--- src/rtl/axis_sync_fifo_if.sv ---
// AXI4-Stream handshake bundle: data, valid and ready.
// The master modport drives data and valid; the slave modport drives ready.
interface axis_sync_fifo_if #(
  parameter int DATA_W = 8
);
  logic [DATA_W-1:0] tdata;
  logic              tvalid;
  logic              tready;

  modport master (output tdata, output tvalid, input tready);
  modport slave  (input tdata, input tvalid, output tready);
endinterface

--- src/rtl/axis_sync_fifo.sv ---
// Single-clock AXI4-Stream FIFO built on a circular buffer.
// A word written at one edge is presented on m_axis in the very next cycle.
module axis_sync_fifo #(
  parameter int TDATA_BYTES       = 1,
  parameter int DEPTH             = 16,
  parameter int ALMOST_FULL_LEVEL = DEPTH - 2
) (
  input  logic                     aclk,
  input  logic                     areset,
  axis_sync_fifo_if.slave          s_axis,
  axis_sync_fifo_if.master         m_axis,
  output logic [$clog2(DEPTH):0]   fill_level,
  output logic                     almost_full
);

  localparam int DATA_W = TDATA_BYTES * 8;
  localparam int PTR_W  = $clog2(DEPTH);
  localparam int CNT_W  = PTR_W + 1;

  localparam logic [CNT_W-1:0] FULL_CNT = CNT_W'(DEPTH);
  localparam logic [CNT_W-1:0] AF_CNT   = CNT_W'(ALMOST_FULL_LEVEL);

  if (DEPTH < 2 || (DEPTH & (DEPTH - 1)) != 0) begin : g_bad_depth
    $error("axis_sync_fifo: DEPTH must be a power of 2 and >= 2");
  end
  if (ALMOST_FULL_LEVEL < 1 || ALMOST_FULL_LEVEL > DEPTH) begin : g_bad_af
    $error("axis_sync_fifo: ALMOST_FULL_LEVEL must be in 1..DEPTH");
  end

  logic [DATA_W-1:0] mem [DEPTH];
  logic [PTR_W-1:0]  wr_ptr;
  logic [PTR_W-1:0]  rd_ptr;
  logic [CNT_W-1:0]  count;
  logic              in_ready;
  logic              out_valid;
  logic              push;
  logic              pop;

  // Ready and valid come only from the counter (plus reset), so a full FIFO
  // never accepts a word in the same cycle it drains one.
  assign in_ready  = !areset && (count != FULL_CNT);
  assign out_valid = (count != '0);
  assign push      = s_axis.tvalid && in_ready;
  assign pop       = out_valid && m_axis.tready;

  assign s_axis.tready = in_ready;
  assign m_axis.tvalid = out_valid;
  assign m_axis.tdata  = out_valid ? mem[rd_ptr] : '0;
  assign fill_level    = count;
  assign almost_full   = (count >= AF_CNT);

  // NOTE: the storage array has no reset; contents are meaningless until
  // written, and tdata is masked to zero while empty.
  always_ff @(posedge aclk) begin
    if (push) begin
      mem[wr_ptr] <= s_axis.tdata;
    end
  end

  // NOTE: sequential state is updated with non-blocking assignments only, so
  // every read in this block sees the pre-edge value.
  always_ff @(posedge aclk) begin
    if (areset) begin
      wr_ptr <= '0;
      rd_ptr <= '0;
      count  <= '0;
    end else begin
      if (push) wr_ptr <= wr_ptr + PTR_W'(1);
      if (pop)  rd_ptr <= rd_ptr + PTR_W'(1);
      case ({push, pop})
        2'b10:   count <= count + CNT_W'(1);
        2'b01:   count <= count - CNT_W'(1);
        default: count <= count;
      endcase
    end
  end

  always @(posedge aclk) begin
    if (!areset) begin
      assert (count <= FULL_CNT);
      assert (!(pop && count == '0));
      assert (!(push && !pop && count == FULL_CNT));
    end
  end

endmodule
--- src/flat_wrapper.sv ---
// flat-port wrapper written by rule: the top's interface ports become plain ports
module axis_sync_fifo_flat 
#(
  parameter int TDATA_BYTES       = 1,
  parameter int DEPTH             = 16,
  parameter int ALMOST_FULL_LEVEL = DEPTH - 2
)
  (aclk, areset, fill_level, almost_full, s_axis_tdata, s_axis_tvalid, s_axis_tready, m_axis_tdata, m_axis_tvalid, m_axis_tready);
  axis_sync_fifo_if s_axis_i ();
  axis_sync_fifo_if m_axis_i ();
  input  logic aclk;
  input  logic areset;
  output logic [$clog2(DEPTH):0] fill_level;
  output logic almost_full;
  input wire logic [$bits(s_axis_i.tdata)-1:0] s_axis_tdata;
  input wire logic [$bits(s_axis_i.tvalid)-1:0] s_axis_tvalid;
  output wire logic [$bits(s_axis_i.tready)-1:0] s_axis_tready;
  output wire logic [$bits(m_axis_i.tdata)-1:0] m_axis_tdata;
  output wire logic [$bits(m_axis_i.tvalid)-1:0] m_axis_tvalid;
  input wire logic [$bits(m_axis_i.tready)-1:0] m_axis_tready;
  assign s_axis_i.tdata = s_axis_tdata;
  assign s_axis_i.tvalid = s_axis_tvalid;
  assign s_axis_tready = s_axis_i.tready;
  assign m_axis_tdata = m_axis_i.tdata;
  assign m_axis_tvalid = m_axis_i.tvalid;
  assign m_axis_i.tready = m_axis_tready;
  axis_sync_fifo #(.TDATA_BYTES(TDATA_BYTES), .DEPTH(DEPTH), .ALMOST_FULL_LEVEL(ALMOST_FULL_LEVEL)) u_core (.aclk(aclk), .areset(areset), .s_axis(s_axis_i), .m_axis(m_axis_i), .fill_level(fill_level), .almost_full(almost_full));
endmodule
--- config.mk ---
export PLATFORM = sky130hd
export DESIGN_NAME = axis_sync_fifo_flat
export DESIGN_NICKNAME = d
export VERILOG_FILES = /design/src/rtl/axis_sync_fifo_if.sv /design/src/rtl/axis_sync_fifo.sv /design/src/flat_wrapper.sv
export SDC_FILE = /design/constraint.sdc
export NUM_CORES = 1
export LEC_CHECK = 0
export ABC_CLOCK_PERIOD_IN_PS = 4100
export CELL_PAD_IN_SITES_DETAIL_PLACEMENT = 1
export CELL_PAD_IN_SITES_GLOBAL_PLACEMENT = 1
export CORE_ASPECT_RATIO = 0.5
export CORE_MARGIN = 2
export CORE_UTILIZATION = 52
export DETAILED_ROUTE_END_ITERATION = 6
export GPL_TIMING_DRIVEN = 0
export PLACE_DENSITY = 0.81
export SLEW_MARGIN = 10
export SYNTH_ARGS = -nofsm -noshare
export SYNTH_HDL_FRONTEND = slang
export SYNTH_SLANG_ARGS = --single-unit
--- constraint.sdc ---
create_clock -name aclk -period 4.1 [get_ports aclk]
set_input_delay 0.615 -clock aclk [delete_from_list [all_inputs] [get_ports aclk]]
set_output_delay 0.615 -clock aclk [all_outputs]
set_load 0.01 [all_outputs]
Word level (Yosys, flattened, before mapping). Memory sizes are Yosys's and may differ from the RTL's. A register that Yosys moved wholly into a read port is not among the register bits. Cells that the tools add are included.

Add/sub/neg operators: 4. Magnitude comparators: 1. Equality and inequality tests: 3. Muxes and demuxes: 6. Reductions and logical operators: 6.

Operators with widths (number): $pmux 5 s2 (1); $add 4x1->4 const B (2); $mux 4 (2); $mux 8 (1); $add 5x1->5 const B (1); $ge 5x4->1 const B (1); $ne 5x5->1 const B (1); $reduce_bool 5->1 (1); $sub 5x1->5 const B (1); $logic_and 1x1->1 (3); $eq 2x1->1 const B (1); $eq 2x2->1 const B (1); $mux 1 (2); $reduce_bool 2->1 (1); $logic_not 1->1 (1).

Register bits: 13. RAM bits: 128. Output and inout bits: 16. Logic and storage cells: 24. Memories: 1.

Memories: u_core.mem (words 16, width 8, read ports 1, clocked after Yosys merged registers in 1, wr ports 1, RTL line axis_sync_fifo.sv:30) `logic [DATA_W-1:0] mem [DEPTH];`.

Logic depth before layout (Yosys ltp). Gate-level depths: netlist (run 1).

Word-level depth: 5. Depth in mapped cells: 13. Gate-level depth less buffers: 10.

Least setup slack after synthesis (run 1). Ideal clock, no wire load.

Path type: flip-flop to flip-flop. From: register u_core.count[2] (netlist: u_core.fill_level[2]). To: register u_core.count[4] (netlist: u_core.fill_level[4]). Arrival: 2.798 ns. Required time: 3.964 ns. Setup slack: 1.166 ns. Cell stages (with the launch flop): 13. Cells stage by stage: dfxtp_1 -> clkbuf_1 -> or4_4 -> buf_6 -> o211ai_4 -> ha_1 -> clkbuf_1 -> xor2_1 -> ha_1 -> nor2b_1 -> o32ai_1 -> mux2i_1 -> o2111ai_1.

Word-level cells in the longest chain between the ends: 5. Elaborated cells between the ends (all ways): 11.

Ends and longest elaborated chain: from (decl) (RTL line axis_sync_fifo.sv:33) `logic [CNT_W-1:0] count;`; from (signal assigned) (RTL line axis_sync_fifo.sv:71) `2'b10: count <= count + CNT_W'(1);`; from (signal assigned) (RTL line axis_sync_fifo.sv:72) `2'b01: count <= count - CNT_W'(1);`; from (signal assigned) (RTL line axis_sync_fifo.sv:73) `default: count <= count;`; $ne 5x5->1 (RTL line axis_sync_fifo.sv:41) `assign in_ready = !areset && (count != FULL_CNT);`; $logic_and 1x1->1 (RTL line axis_sync_fifo.sv:41); $logic_and 1x1->1 (RTL line axis_sync_fifo.sv:43) `assign push = s_axis.tvalid && in_ready;`; $eq 2x1->1 or $eq 2x2->1 (tied branches) (RTL line axis_sync_fifo.sv:70) `case ({push, pop})`; $pmux 5 s2 or $reduce_bool 2->1 (tied branches).

Parallel ways exist; a longest one is shown, timed or not. A chain may end at the register's enable or synchronous reset.

==> results of run 1 <==
registers in the layout, indices dropped and copies added, names as in the netlist, named ones only:
signal	count
u_core.mem	128
u_core.rd_ptr	4
u_core.fill_level	5
u_core.wr_ptr	4
layer usage:
layer	global-route usage [%]	vias up	wire length (um)
li1	-	1426	-
met1	33.0	1738	5880
met2	41.4	105	7170
met3	5.97	13	915
met4	9.63	0	146
met5	0	-	0
per-stage QoR:
step	instances	util, %
3_3_place_gp	507	57.8
3_5_place_dp	507	57.8
6_report	540	63.7
4_1_cts	539	63.6
5_1_grt	540	63.7
2_1_floorplan	336	-
how the worst max path moves through the flow:
stage	from	end	slack (ns)	depth (start not counted)
after floorplan	u_core.fill_level[2]$_SDFFE_PP0P_	u_core.fill_level[4]$_SDFFE_PP0P_	1.17	12
after global placement	u_core.fill_level[2]$_SDFFE_PP0P_	u_core.fill_level[4]$_SDFFE_PP0P_	0.94	12
after detailed placement	u_core.fill_level[2]$_SDFFE_PP0P_	u_core.fill_level[4]$_SDFFE_PP0P_	0.71	12
after CTS	flop	m_axis_tdata[4]	0.48	7
after global routing	flop	m_axis_tdata[3]	0.36	7
final	flop	m_axis_tdata[3]	0.52	7
placed cells by master (no fill, tap or decap), types with 5 or more instances in the layout:
cell and n:
inv_1 7, dfxtp_1 17, clkbuf_16 20, clkbuf_1 11
ha_1 8, mux2i_1 12, edfxtp_1 128, clkdlybuf4s50_1 26
xor2_1 6, nor2_1 12, nand2_1 7, a21oi_1 5
buf_2 9, nor2b_1 11, and2_1 8, a211oi_1 16
and3_1 5, mux4_2 32
cell families after synthesis:
| kind of cell | after synthesis | share of synthesized area (%) |
|---|---|---|
| AND/OR/NAND/NOR | 64 | 5.94 |
| multiplexers | 45 | 14.2 |
| adder cells (fa/ha/maj) | 8 | 1.67 |
| XOR/XNOR | 8 | 1.17 |
| buffers and inverters | 31 | 2.45 |
| AO/OA/AOI/OAI | 35 | 4.56 |
| flip-flops | 145 | 70.0 |
worst min-delay path, delay by kind of cell (launching register included):
kind	cells	cell delay [ns]
and+or+nand+nor	1	0.07
xor gates and xnor gates	1	0.14
DFF	1	0.32
final cells by class:
cell class / instances / area, um2
well taps: 145 / 181
inverters: 7 / 26.3
clock inverters: 12 / 138
flip-flops and latches: 145 / 4180
multi-input cells: 160 / 1670
clock buffers: 20 / 500
plain buffers: 24 / 120
fillers: 961 / 4030
repair buffers: 27 / 268
report_power, final:
part / switching, mW / leakage (nW) / internal (mW) / total (mW)
Sequential: 0.0375 / 1.29 / 1.67 / 1.71
Clock: 0.638 / 0.318 / 1.02 / 1.65
Combinational: 0.660 / 0.721 / 0.554 / 1.21
==> results.md, run 1 <==
* Largest net degree at the start of global routing at 17
* ANT nets after route at 0
* Synthesized cell area at 0.00598 mm2
* Antenna violations before repair at 0
* R2R cell count at 12
* Initial core utilization at 53.8%
* Worst r2r src: u_core.fill_level[2]$_SDFFE_PP0P_
* Layout cells sized above 1 at 22.0%
* Num ports at 28
* DRT iter0 DRCs at 264
* Hold Crit Endpoint: u_core.rd_ptr[2]$_SDFFE_PP0N_
* FF+latch count, synth at 145
* Unique masters post-synth at 42
* PwrDens at 646 mW/mm2
* Max cap viols at 0
* Clock latency on the worst-skew pair at 0.41 ns
* Total grt overflow at 0
* HPWL after DPL at 8890 um
* Slowest CP cell: clkbuf_1
* Number of cells on the worst hold path at 2
* Crit-path leading delay family: buffers and inverters
* F_max at 280 MHz
* Vias in the first global route at 3,634
* Top cells by count, synth: 128 x edfxtp_1, 32 x mux4_2, 17 x dfxtp_1
* Top-count cell post-synth: edfxtp_1
* CP most frequent cell: a211oi_1
* CP max FO at 10
* Post-CTS sizing at 0
* Cell count after synthesis at 336
* Slew margin rel. at 38.1%
* Vias/cell at 6.08
* Die extent in x at 156 um
* Synth area leaders: edfxtp_1 64%, mux4_2 12%, dfxtp_1 5.7%, mux2i_1 2.0%, a211oi_1 2.0%
* Crit Path Category: reg2out
* Synth Area per Inst at 17.8 um2
* Tcrit/Tclk final at 87.2%
* Routed wire length at 14,100 um
* Peak supply drop at 0.428 mV
* Core Area at 0.0111 mm2
* Final Skew at 0.00967 ns
* Outcome: completed
* # hold bufs at CTS at 0
* DP Worst Slack at 0.708 ns
* Worst endpoint required time at 3.48 ns
* Sequential-to-total area share from yosys stat at 70.0%
* Max incr delay on CP at 0.53 ns
* CP endpoint kind: output pin
* Final Cell Area at 0.00708 mm2
* EDFF count, synth at 128
* Primary FF master, synth: edfxtp_1
* Syn_nets at 356
* Critical Path AT at 2.96 ns
* Die height at 79.8 um
* Worst Hold Class: reg2reg
* Maximum root-to-sink buffer count at 2
* Critical path buffers and inverters at 3
* Post-synth top area share at 64.3%
* Nets at 402
* Post-synth top area cell: edfxtp_1
* Setup TNS Final at 0 ns
* Final setup viols at 0
* Post-layout min period at 3.58 ns
* Die ar. at 0.0124 mm2
* CTS tree: done
* Startpoint Class: flop
* Dpl cell area at 0.00643 mm2
* Clock root buffer: clkbuf_16
* Clock transition at path regs at 0.06 ns
* First-pass GRT wire length at 21,800 um
* Routed vias at 3,282
* Total CTS buffers at 17
* Slew Viols, Final at 0
* IO Port Bufs at 26
* DRC viols at 0
* GPL Wtd Cong at 0.798
* Setup ws final at 0.524 ns
* Worst Max-Slew Pin Slew at 0.925 ns
* Row cnt at 27
* RR Endpoint: u_core.fill_level[4]$_SDFFE_PP0P_
* Synthesis Warnings at 0
* LEAKAGE at 2.33 nW
* Setup Buffers After CTS at 0
* # diodes at 0
* Final Hold Fails at 0
* Crit path cell chain: buf_2 -> clkbuf_1 -> mux4_2 -> nor2b_1 -> a211oi_1 -> a211oi_1 -> clkdlybuf4s50_1
* Clk sinks at 145
* Flop2flop setup slack at 0.65 ns
* Layout area overhead at 18.4%
* Drt pass-1 iters at 4
* Hold Slack at 0.573 ns
* Total GRT Usage at 25.1%
* RSZ-0062 raised after global routing: no
* Async SR Flop Fraction at 0%
* Total power at 4.57 mW
* Wire per inst at 26.1 um
* H-Tree Depth at 4
* Hold Startpoint: u_core.rd_ptr[2]$_SDFFE_PP0N_
Note: power is estimated with default switching activity, not from simulation.
==> run 2, diff against run 1 <==
--- a/config.mk
+++ b/config.mk
@@ -5,7 +5,6 @@
 export SDC_FILE = /design/constraint.sdc
 export NUM_CORES = 1
 export LEC_CHECK = 0
-export ABC_CLOCK_PERIOD_IN_PS = 4100
 export CELL_PAD_IN_SITES_DETAIL_PLACEMENT = 1
 export CELL_PAD_IN_SITES_GLOBAL_PLACEMENT = 1
 export CORE_ASPECT_RATIO = 0.5
==> results of run 2 <==
Same layout as run 1: the final DEF is identical, and so are final timing and power.
==> run 3, diff against run 2 <==
--- a/config.mk
+++ b/config.mk
@@ -10,8 +10,8 @@
 export CORE_ASPECT_RATIO = 0.5
 export CORE_MARGIN = 2
 export CORE_UTILIZATION = 52
+export CTS_CLUSTER_SIZE = 20
 export DETAILED_ROUTE_END_ITERATION = 6
-export GPL_TIMING_DRIVEN = 0
 export PLACE_DENSITY = 0.81
 export SLEW_MARGIN = 10
 export SYNTH_ARGS = -nofsm -noshare
==> run 3 against run 2 <==
Compared with the run above:
- die area unchanged
- register-to-register slack improved by 0.20 ns
- sequential power increased by 3%
- final cell count decreased by 3.0%
- flip-flop and latch count unchanged
- largest cell class unchanged
==> results.md, run 3 (synthesis gave the netlist of run 1 again) <==
* Worst endpoint required time at 3.48 ns (about the same)
* Switch share at 30.4% (+1.2 points)
* Final Cell Area at 0.00693 mm2 (-2.2%)
* Max cap viols at 0 (unchanged)
* DP Worst Slack at 0.803 ns (+0.0943 ns)
* Clock transition at path regs at 0.06 ns (about the same)
* Post-layout min period at 3.61 ns (+0.0289 ns)
* Layout cells sized above 1 at 20.8% (-1.2 points)
* Routed wire length at 13,600 um (-3.3%)
* CP max FO at 21 (+11)
* Setup ws final at 0.495 ns (-0.0289 ns)
* Number of flip-flops in the largest register at 128 (unchanged)
* H-Tree Depth at 4 (unchanged)
* Hold Slack at 0.578 ns (+0.00425 ns)
* Max incr delay on CP at 0.80 ns (+0.27 ns)
* Initial core utilization at 53.8% (unchanged)
* Slew Viols, Final at 0 (unchanged)
* DRT iter0 DRCs at 291 (+10%)
* Worst Hold Class: reg2reg
* Switching power at 1.30 mW (-2.7%)
* Outcome: completed
* Die extent in x at 156 um (unchanged)
* F_max at 277 MHz (-0.80%)
* Clock Power Share at 33.8% (-2.4 points)
* Flop pwr share at 41.2% (+3.9 points)
* Total grt overflow at 0 (unchanged)
* Most frequent cells in the layout: 128 x edfxtp_1, 32 x mux4_2, 27 x clkdlybuf4s50_1
* Peak supply drop at 0.357 mV (-17%)
* Num ports at 28 (unchanged)
* Final core utilization at 62.3% (-1.4 points)
* LEAKAGE at 2.23 nW (-4.2%)
* Crit Path Category: reg2out
* Placed instance count at 492 (-3.0%)
* CP most frequent cell: a211oi_1
* Core Area at 0.0111 mm2 (unchanged)
* Setup Buffers After CTS at 0 (unchanged)
* Die height at 79.8 um (unchanged)
* Nets at 386 (-4.0%)
* Largest register by flop count: u_core.mem
* Crit path cell chain: mux4_2 -> nor2b_1 -> a211oi_1 -> a211oi_1 -> clkdlybuf4s50_1
* Final Hold Fails at 0 (unchanged)
* Post-CTS sizing at 0 (unchanged)
* Routed vias at 3,223 (-1.8%)
* Layout area overhead at 15.8%
* Vias/cell at 6.15 (+1.2%)
* CP endpoint kind: output pin
* Maximum root-to-sink buffer count at 2 (unchanged)
* Wire per inst at 26.0 um (-0.39%)
* Final Skew at 0.00905 ns (-0.000622 ns)
* Total GRT Usage at 23.9% (-1.3 points)
* IO Port Bufs at 27 (+3.8%)
* DRC viols at 0 (unchanged)
* Startpoint Class: flop
* Clock root buffer: clkbuf_16
* Non-Filler Instances at 524 (-3.0%)
* # hold bufs at CTS at 0 (unchanged)
* Tcrit/Tclk final at 87.9% (+0.70 points)
* Final setup viols at 0 (unchanged)
* ANT nets after route at 0 (unchanged)
* Total power at 4.28 mW (-6.4%)
* Row cnt at 27 (unchanged)
* Clk sinks at 145 (unchanged)
* Vias in the first global route at 3,413 (-6.1%)
* Slew margin rel. at 26.0% (-12 points)
* PwrDens at 618 mW/mm2 (-4.3%)
* Combinational power share at 25.0% (-1.6 points)
* Drt pass-1 iters at 4 (unchanged)
* Total CTS buffers at 17 (unchanged)
* Leading cell type in the layout, fill and taps excluded: edfxtp_1
* Largest net degree at the start of global routing at 33 (+16)
* Crit-path leading delay family: flip-flops
* # diodes at 0 (unchanged)
* Slowest CP cell: dfxtp_2
* Antenna violations before repair at 0 (unchanged)
* RSZ-0062 raised after global routing: no
* HPWL after DPL at 8170 um (-8.1%)
* Internal at 2.98 mW (-8.0%)
* Dpl cell area at 0.00637 mm2 (-0.84%)
* CTS tree: done
* Setup TNS Final at 0 ns (unchanged)
* Worst Max-Slew Pin Slew at 1.11 ns (+0.180 ns)
* Critical path buffers and inverters at 1 (-2)
* Clock latency on the worst-skew pair at 0.42 ns (about the same)
* Critical Path AT at 2.99 ns (+0.03 ns)
* Die ar. at 0.0124 mm2 (unchanged)
* First-pass GRT wire length at 20,600 um (-5.7%)
* GPL Wtd Cong at 0.786 (-1.4%)
-- run 3: cell count changes in the layout (fill, tap and decap cells not counted), moves of 3 or more --
| cell | before | now |
|---|---|---|
| buf_4 | 2 | 8 |
| buf_2 | 9 | 0 |
| nor3_1 | 3 | 6 |
| clkbuf_16 | 20 | 17 |
| inv_8 | 0 | 3 |
| clkinvlp_4 | 0 | 3 |
| nor3_2 | 4 | 1 |
| clkbuf_1 | 11 | 1 |
| inv_4 | 4 | 0 |
-- run 3: tightest hold or removal path: cells and delay by family (launching register included) --
family / cells / cell delay (ns)
DFF: 1 / 0.33
muxes: 1 / 0.14
and+or+nand+nor: 1 / 0.06
-- run 3: path summary, 6_finish.rpt --
| path | from | depth (start not counted) | endpoint | slack (ns) |
|---|---|---|---|---|
| max | flop | 5 | m_axis_tdata[2] | 0.49 |
| min | u_core.rd_ptr[1]$_SDFFE_PP0N_ | 2 | flop | 0.58 |
| max reg2reg | u_core.fill_level[1]$_SDFFE_PP0P_ | 9 | u_core.fill_level[4]$_SDFFE_PP0P_ | 0.85 |
| min reg2reg | u_core.rd_ptr[1]$_SDFFE_PP0N_ | 2 | flop | 0.58 |
-- run 3: final cells by class --
type                            count  area [um2]
Inverter                            7        26.3
Clock inverter                     14         123
Multi-Input combinational cell    160        1650
Timing Repair Buffer               35         330
Fill cell                         969        4190
Sequential cell                   145        4190
Tap cell                          145         181
Clock buffer                       18         429
-- run 3: layer usage --
metal,wire (um),part of all wire (%),GRT usage (%),up-vias
met4,248,1.8,10.1,0
met1,5600,41,30.9,1669
li1,-,-,-,1392
met2,6800,50,39.3,138
met3,991,7.3,5.86,24
met5,0,0,0,-
-- run 3: power groups by stage --
stage,registers (mW),logic [mW],clock network (mW)
finish,1.76,1.07,1.44
global route,1.78,1.16,1.51
CTS,1.77,1.08,1.46
detailed placement,1.80,1.07,0
global placement,1.79,1.03,0
floorplan,1.73,0.744,0
